<file path="config.mk">
export PLATFORM = sky130hd
export DESIGN_NAME = cdb_arbiter
export DESIGN_NICKNAME = d
export VERILOG_FILES = /design/src/rtl/cdb_arbiter.sv
export SDC_FILE = /design/constraint.sdc
export NUM_CORES = 1
export LEC_CHECK = 0
export CELL_PAD_IN_SITES_DETAIL_PLACEMENT = 1
export CELL_PAD_IN_SITES_GLOBAL_PLACEMENT = 2
export CORE_ASPECT_RATIO = 0.6
export CORE_UTILIZATION = 21
export CTS_CLUSTER_SIZE = 20
export DETAILED_ROUTE_END_ITERATION = 10
export PLACE_DENSITY_LB_ADDON = 0.1
export SKIP_LAST_GASP = 1
export SLEW_MARGIN = 5
export SYNTH_ARGS = -nofsm -noshare
export SYNTH_HDL_FRONTEND = slang
export SYNTH_SLANG_ARGS = --single-unit
</file>
<file path="constraint.sdc">
create_clock -name clk -period 3.5 [get_ports clk]
set_input_delay 0.7 -clock clk [delete_from_list [all_inputs] [get_ports clk]]
set_output_delay 0.7 -clock clk [all_outputs]
set_load 0.01 [all_outputs]
</file>
<file path="src/rtl/cdb_arbiter.sv">
// Round-robin arbiter that grants one finished execution-unit result per cycle onto the CDB.
// Latency 1: a transfer at edge N is broadcast on cdb_* during cycle N+1 (tag 0 is never broadcast).
// Backpressure: req_ready is the one-hot grant; rdy_in=0 freezes everything, flush suppresses grants.
// Optional macro CDB_STALL_CNT_EN adds a saturating stall_cnt output counting contended cycles.
module cdb_arbiter #(
  parameter int NUM_REQ   = 3,
  parameter int TAG_WIDTH = 5,
  parameter int VAL_WIDTH = 32,
  localparam int SRC_W    = (NUM_REQ > 1) ? $clog2(NUM_REQ) : 1
) (
  input  logic                          clk,
  input  logic                          rst_in,
  input  logic                          rdy_in,
  input  logic                          flush,
  input  logic [NUM_REQ-1:0]            req_valid,
  input  logic [NUM_REQ*TAG_WIDTH-1:0]  req_tag,
  input  logic [NUM_REQ*VAL_WIDTH-1:0]  req_val,
  output logic [NUM_REQ-1:0]            req_ready,
  output logic                          cdb_valid,
  output logic [TAG_WIDTH-1:0]          cdb_tag,
  output logic [VAL_WIDTH-1:0]          cdb_val,
  output logic [SRC_W-1:0]              cdb_src
`ifdef CDB_STALL_CNT_EN
  ,
  output logic [31:0]                   stall_cnt
`endif
);

  logic [SRC_W-1:0]     ptr_q, ptr_d;
  logic                 valid_q, valid_d;
  logic [TAG_WIDTH-1:0] tag_q, tag_d;
  logic [VAL_WIDTH-1:0] val_q, val_d;
  logic [SRC_W-1:0]     src_q, src_d;

  logic [NUM_REQ-1:0]   grant;
  logic                 gnt_any;
  logic [SRC_W-1:0]     gnt_idx;
  logic [TAG_WIDTH-1:0] gnt_tag;
  logic [VAL_WIDTH-1:0] gnt_val;
  int                   idx;

  // Round-robin search starting just after the last granted requester.
  always_comb begin
    grant   = '0;
    gnt_any = 1'b0;
    gnt_idx = '0;
    idx     = 0;
    if (!rst_in && rdy_in && !flush) begin
      for (int k = 1; k <= NUM_REQ; k++) begin
        idx = (int'(ptr_q) + k) % NUM_REQ;
        if (!gnt_any && req_valid[idx]) begin
          gnt_any    = 1'b1;
          grant[idx] = 1'b1;
          gnt_idx    = SRC_W'(idx);
        end
      end
    end
  end

  // Select the granted unit's tag and value from the packed request buses.
  always_comb begin
    gnt_tag = '0;
    gnt_val = '0;
    for (int i = 0; i < NUM_REQ; i++) begin
      if (grant[i]) begin
        gnt_tag = req_tag[i*TAG_WIDTH +: TAG_WIDTH];
        gnt_val = req_val[i*VAL_WIDTH +: VAL_WIDTH];
      end
    end
  end

  assign req_ready = grant;

  // Next broadcast state: one-cycle valid per non-zero-tag transfer, payload held otherwise.
  always_comb begin
    ptr_d   = ptr_q;
    valid_d = valid_q;
    tag_d   = tag_q;
    val_d   = val_q;
    src_d   = src_q;
    if (rdy_in) begin
      valid_d = 1'b0;
      if (gnt_any) begin
        ptr_d = gnt_idx;
        if (gnt_tag != '0) begin
          valid_d = 1'b1;
          tag_d   = gnt_tag;
          val_d   = gnt_val;
          src_d   = gnt_idx;
        end
      end
    end
  end

  // Broadcast registers and round-robin pointer; pointer resets so requester 0 goes first.
  always_ff @(posedge clk) begin
    if (rst_in) begin
      ptr_q   <= SRC_W'(NUM_REQ - 1);
      valid_q <= 1'b0;
      tag_q   <= '0;
      val_q   <= '0;
      src_q   <= '0;
    end else begin
      ptr_q   <= ptr_d;
      valid_q <= valid_d;
      tag_q   <= tag_d;
      val_q   <= val_d;
      src_q   <= src_d;
    end
  end

  assign cdb_valid = valid_q;
  assign cdb_tag   = tag_q;
  assign cdb_val   = val_q;
  assign cdb_src   = src_q;

`ifdef CDB_STALL_CNT_EN
  logic [31:0] stall_q, stall_d;

  // Count enabled, non-flush cycles where more than one unit is waiting; saturate at all ones.
  always_comb begin
    stall_d = stall_q;
    if (rdy_in && !flush && ($countones(req_valid) > 1) && (stall_q != 32'hFFFF_FFFF)) begin
      stall_d = stall_q + 32'd1;
    end
  end

  // Contention counter register.
  always_ff @(posedge clk) begin
    if (rst_in) begin
      stall_q <= '0;
    end else begin
      stall_q <= stall_d;
    end
  end

  assign stall_cnt = stall_q;
`endif

endmodule

</file>
==> key figures <==
STA
  • Final Cycle Share: 98.4%
  • Final setup viols: 0
  • Rel. slew slack: 71.9%
  • Final hold violations: 0
  • RSZ-0062 raised after global routing: yes
  • Worst-Margin Slew: 421 ps
  • Clock Skews: 3.23 ps
  • Min Tclk post-route: 3450 ps
  • Achievable Freq: roughly 290 MHz
  • Slew Limit Fails: 0
  • Fin worst setup slack: 54.7 ps

Synth
  • Yosys reg bits: 42
  • Synth area leaders: dfxtp_1 30%, mux2i_1 12%, a221o_1 12%, nand2b_1 8.8%, o21ai_0 7.6%
  • Post-synth ARST share: 0%
  • Synth top area share: a little under a third
  • Predominant post-synthesis flop cell: dfxtp_1
  • Syn_area_per_cell: 8.92 um2
  • Post-synth EDFFs: 0
  • Post-Synthesis Cells: 310
  • Cell taking the most area after synthesis: dfxtp_1
  • Sequential area share after synthesis: 30.4%
  • Synth warn: 0
  • Synthesized cell area: 0.00277 mm2
  • Syn Nets: 432
  • Netlist cell types: 49

Clock tree
  • Clock root cell: clkbuf_16
  • Total CTS buffers: 5
  • Hold_buf cts: 0
  • Max Root-Sink Buffers: 2
  • Worst-path clk slew: 60 ps
  • CTS tree: built
  • Clock latency at the later pin of the worst-skew pair: 290 ps
  • Sink Count: 42
  • Htree depth: 2

Die
  • Initial Utilization: 21.5%
  • Cell Rows: 32
  • Die H: 90.9 um
  • Core Footprint: 0.0129 mm2
  • Chip width: 150 um
  • Ports: 161
  • Die area: between 0.01 and 0.015 mm2

Global route
  • Met2 Track Usage GR: 23.1%
  • Gr busiest metal: met1
  • Initial antenna violation count: 0
  • Largest net degree at the start of global routing: 43
  • Total Routing Usage GR: between 10% and 20%
  • Met1 usage: approximately a quarter
  • Vias in the first global route: 3055
  • GR Overflow Total: 0
  • Global Route met3 Usage: 5.71%
  • First-pass GRT wire length: about 17 mm

Flow run
  • Max_cap viols: 0

Setup path
  • CP Max Fanout: 5
  • Crit-path slowest cell: clkdlybuf4s50_1
  • CP Data Arrival Time: 2750 ps
  • Most frequent CP cell: clkdlybuf4s50_1
  • CP Data Required Time: 2800 ps
  • Worst setup SP type: input pin
  • Critical R2R Launch: ptr_q[1]
  • Largest stage delay, worst path: 550 ps
  • Crit. Startpoint: req_valid[2]
  • Flop2flop setup slack: 310 ps
  • Crit. End Element: primary output
  • Critical Path, Cell by Cell: clkdlybuf4s50_1 -> and2b_1 -> a22oi_1 -> o22ai_1 -> a32oi_2 -> inv_1 -> clkdlybuf4s50_1
  • Setup CP Type: input pin to primary output

Detailed routing
  • Routed wire per std cell: 17.7 um
  • DRC: 0
  • Iter 0 DRT Violations: 93
  • Vias per std cell: 4.78
  • Post-route ant nets: 0
  • Detailed Routing Iterations Pass 1: 4
  • Routed WL: around 12 mm
  • DR vias: 3101

Place
  • Worst slack, placed: -125 ps
  • Cells after DPL: between 600 and 700
  • Placed Area: 0.00467 mm2
  • Routability congestion estimate: between 0.7 and 0.8
  • Number of port buffers: 160
  • Detailed placement HPWL: 9.24 mm

Pwr
  • Sequential cell fraction of total power: 33.2%
  • Combinational share of power: 36.8%
  • Net Sw Frac: 29.1%
  • Tot Pwr: 1590 uW
  • Pwr per Cell Area: between 300 and 400 mW/mm2
  • Internal power: 1130 uW
  • LEAKAGE: around 0.002 uW
  • Net Sw Power: 463 uW
  • Clock share of power: roughly 30%
  • Max VDD drop: 0.000143 V

Cells and area
  • Layout cell share with drive strength beyond 1: 11.3%
  • Finished Cell Area: 0.00486 mm2
  • Final std cells w/o fill: 649
  • Nets: 600
  • Area Overhead vs Synth: 75.8%
  • # diodes: 0

Hold path
  • Class of the worst hold path: register to register
  • Worst hold start: cdb_tag[3]

Run status
  • Run status: completed
-- synth_stat cells (2+ instances only) --
| cell | number |
|---|---|
| nor2_1 | 13 |
| buf_2 | 6 |
| buf_4 | 2 |
| o22ai_1 | 2 |
| a2bb2oi_2 | 2 |
| mux2i_1 | 33 |
| and4bb_1 | 2 |
| o21bai_1 | 2 |
| buf_12 | 3 |
| o22ai_2 | 2 |
| clkbuf_1 | 16 |
| ha_1 | 4 |
| a221o_1 | 32 |
| buf_6 | 2 |
| a21o_1 | 3 |
| o21ai_0 | 42 |
| o32ai_1 | 2 |
| nor2b_1 | 5 |
| inv_1 | 8 |
| nand3_1 | 4 |
| nor3_1 | 2 |
| nand2_1 | 10 |
| a21oi_1 | 7 |
| nand2b_1 | 39 |
| a221oi_1 | 2 |
| dfxtp_1 | 42 |
-- what timing repair did --
| item | 4_1_cts | 5_1_grt |
|---|---|---|
| setup endpoints to repair | 1 | 2 |
| resized for setup | 3 | 6 |
| setup buffers | 1 | 0 |
| pin swaps | 0 | 2 |
-- logic make-up (layout without fill, tap and decap cells) --
group / after synthesis / after routing / share of synthesized area [%]
compound gates: 111 / 111 / 30.4
fa+ha+maj: 5 / 5 / 2.17
buf+inv: 38 / 207 / 8.01
flops: 42 / 42 / 30.4
mux: 35 / 35 / 12.8
simple gates: 79 / 79 / 16.2
-- cells in the final DEF, fill, tap and decap left out, drive strengths merged, types with 3 or more instances in the layout --
cell type,n
clkdlybuf4s50,157
o21ai,42
dfxtp,42
nand2b,39
mux2i,33
a221o,32
buf,30
nor2,13
nand2,10
inv,9
a21oi,8
clkbuf,7
nor2b,5
nand3,4
ha,4
o22ai,4
a21o,3
a2bb2oi,3
-- worst paths after layout --
path                   to  cells past startpoint
max reg2reg   cdb_val[16]                     12
max          req_ready[0]                      7
min reg2reg    cdb_tag[3]                      2
min            cdb_tag[3]                      2
-- power by group through the flow --
stage	Clock [uW]	Combinational, uW	Sequential (uW)
4_1_cts	497	585	528
5_1_grt	517	626	531
2_1_floorplan	0	286	548
6_report	478	585	527
3_5_place_dp	0	580	538
3_3_place_gp	0	575	536
-- metrics by stage --
stage / utilization [%] / hold slack (ps) / TNS [ps]
floorplan: - / 492 / 0
detailed placement: 36.3 / 464 / -2560
CTS: 37.6 / 474 / 0
finish: 37.8 / 473 / 0
global route: 37.8 / 492 / -43.9
global placement: 36.3 / 460 / 0
-- state kept, by name, summed over array words and instances (netlist names) --
name       count
cdb_val       32
cdb_tag        5
cdb_src        2
ptr_q          2
cdb_valid      1
-- cell type report --
type | count | area [um2]
inverter | 9 | 33.8
clock buffer | 7 | 143
clock inverter | 1 | 5.00
timing repair buffer | 190 | 1880
tap | 170 | 213
multi-input combinational | 230 | 1750
sequential | 42 | 841
fill | 1445 | 7990
-- layer usage --
metal,vias up,routed length (um)
li1,1491,-
met1,1483,5950
met2,120,4430
met3,7,1050
met4,0,73
met5,-,0
-- worst max-delay path, delay by kind of cell --
kind / cells / cell delay [ps]
compound gates: 3 / 700
simple gates: 1 / 240
buf+inv: 3 / 1100
(Power assumes the default switching activity.)
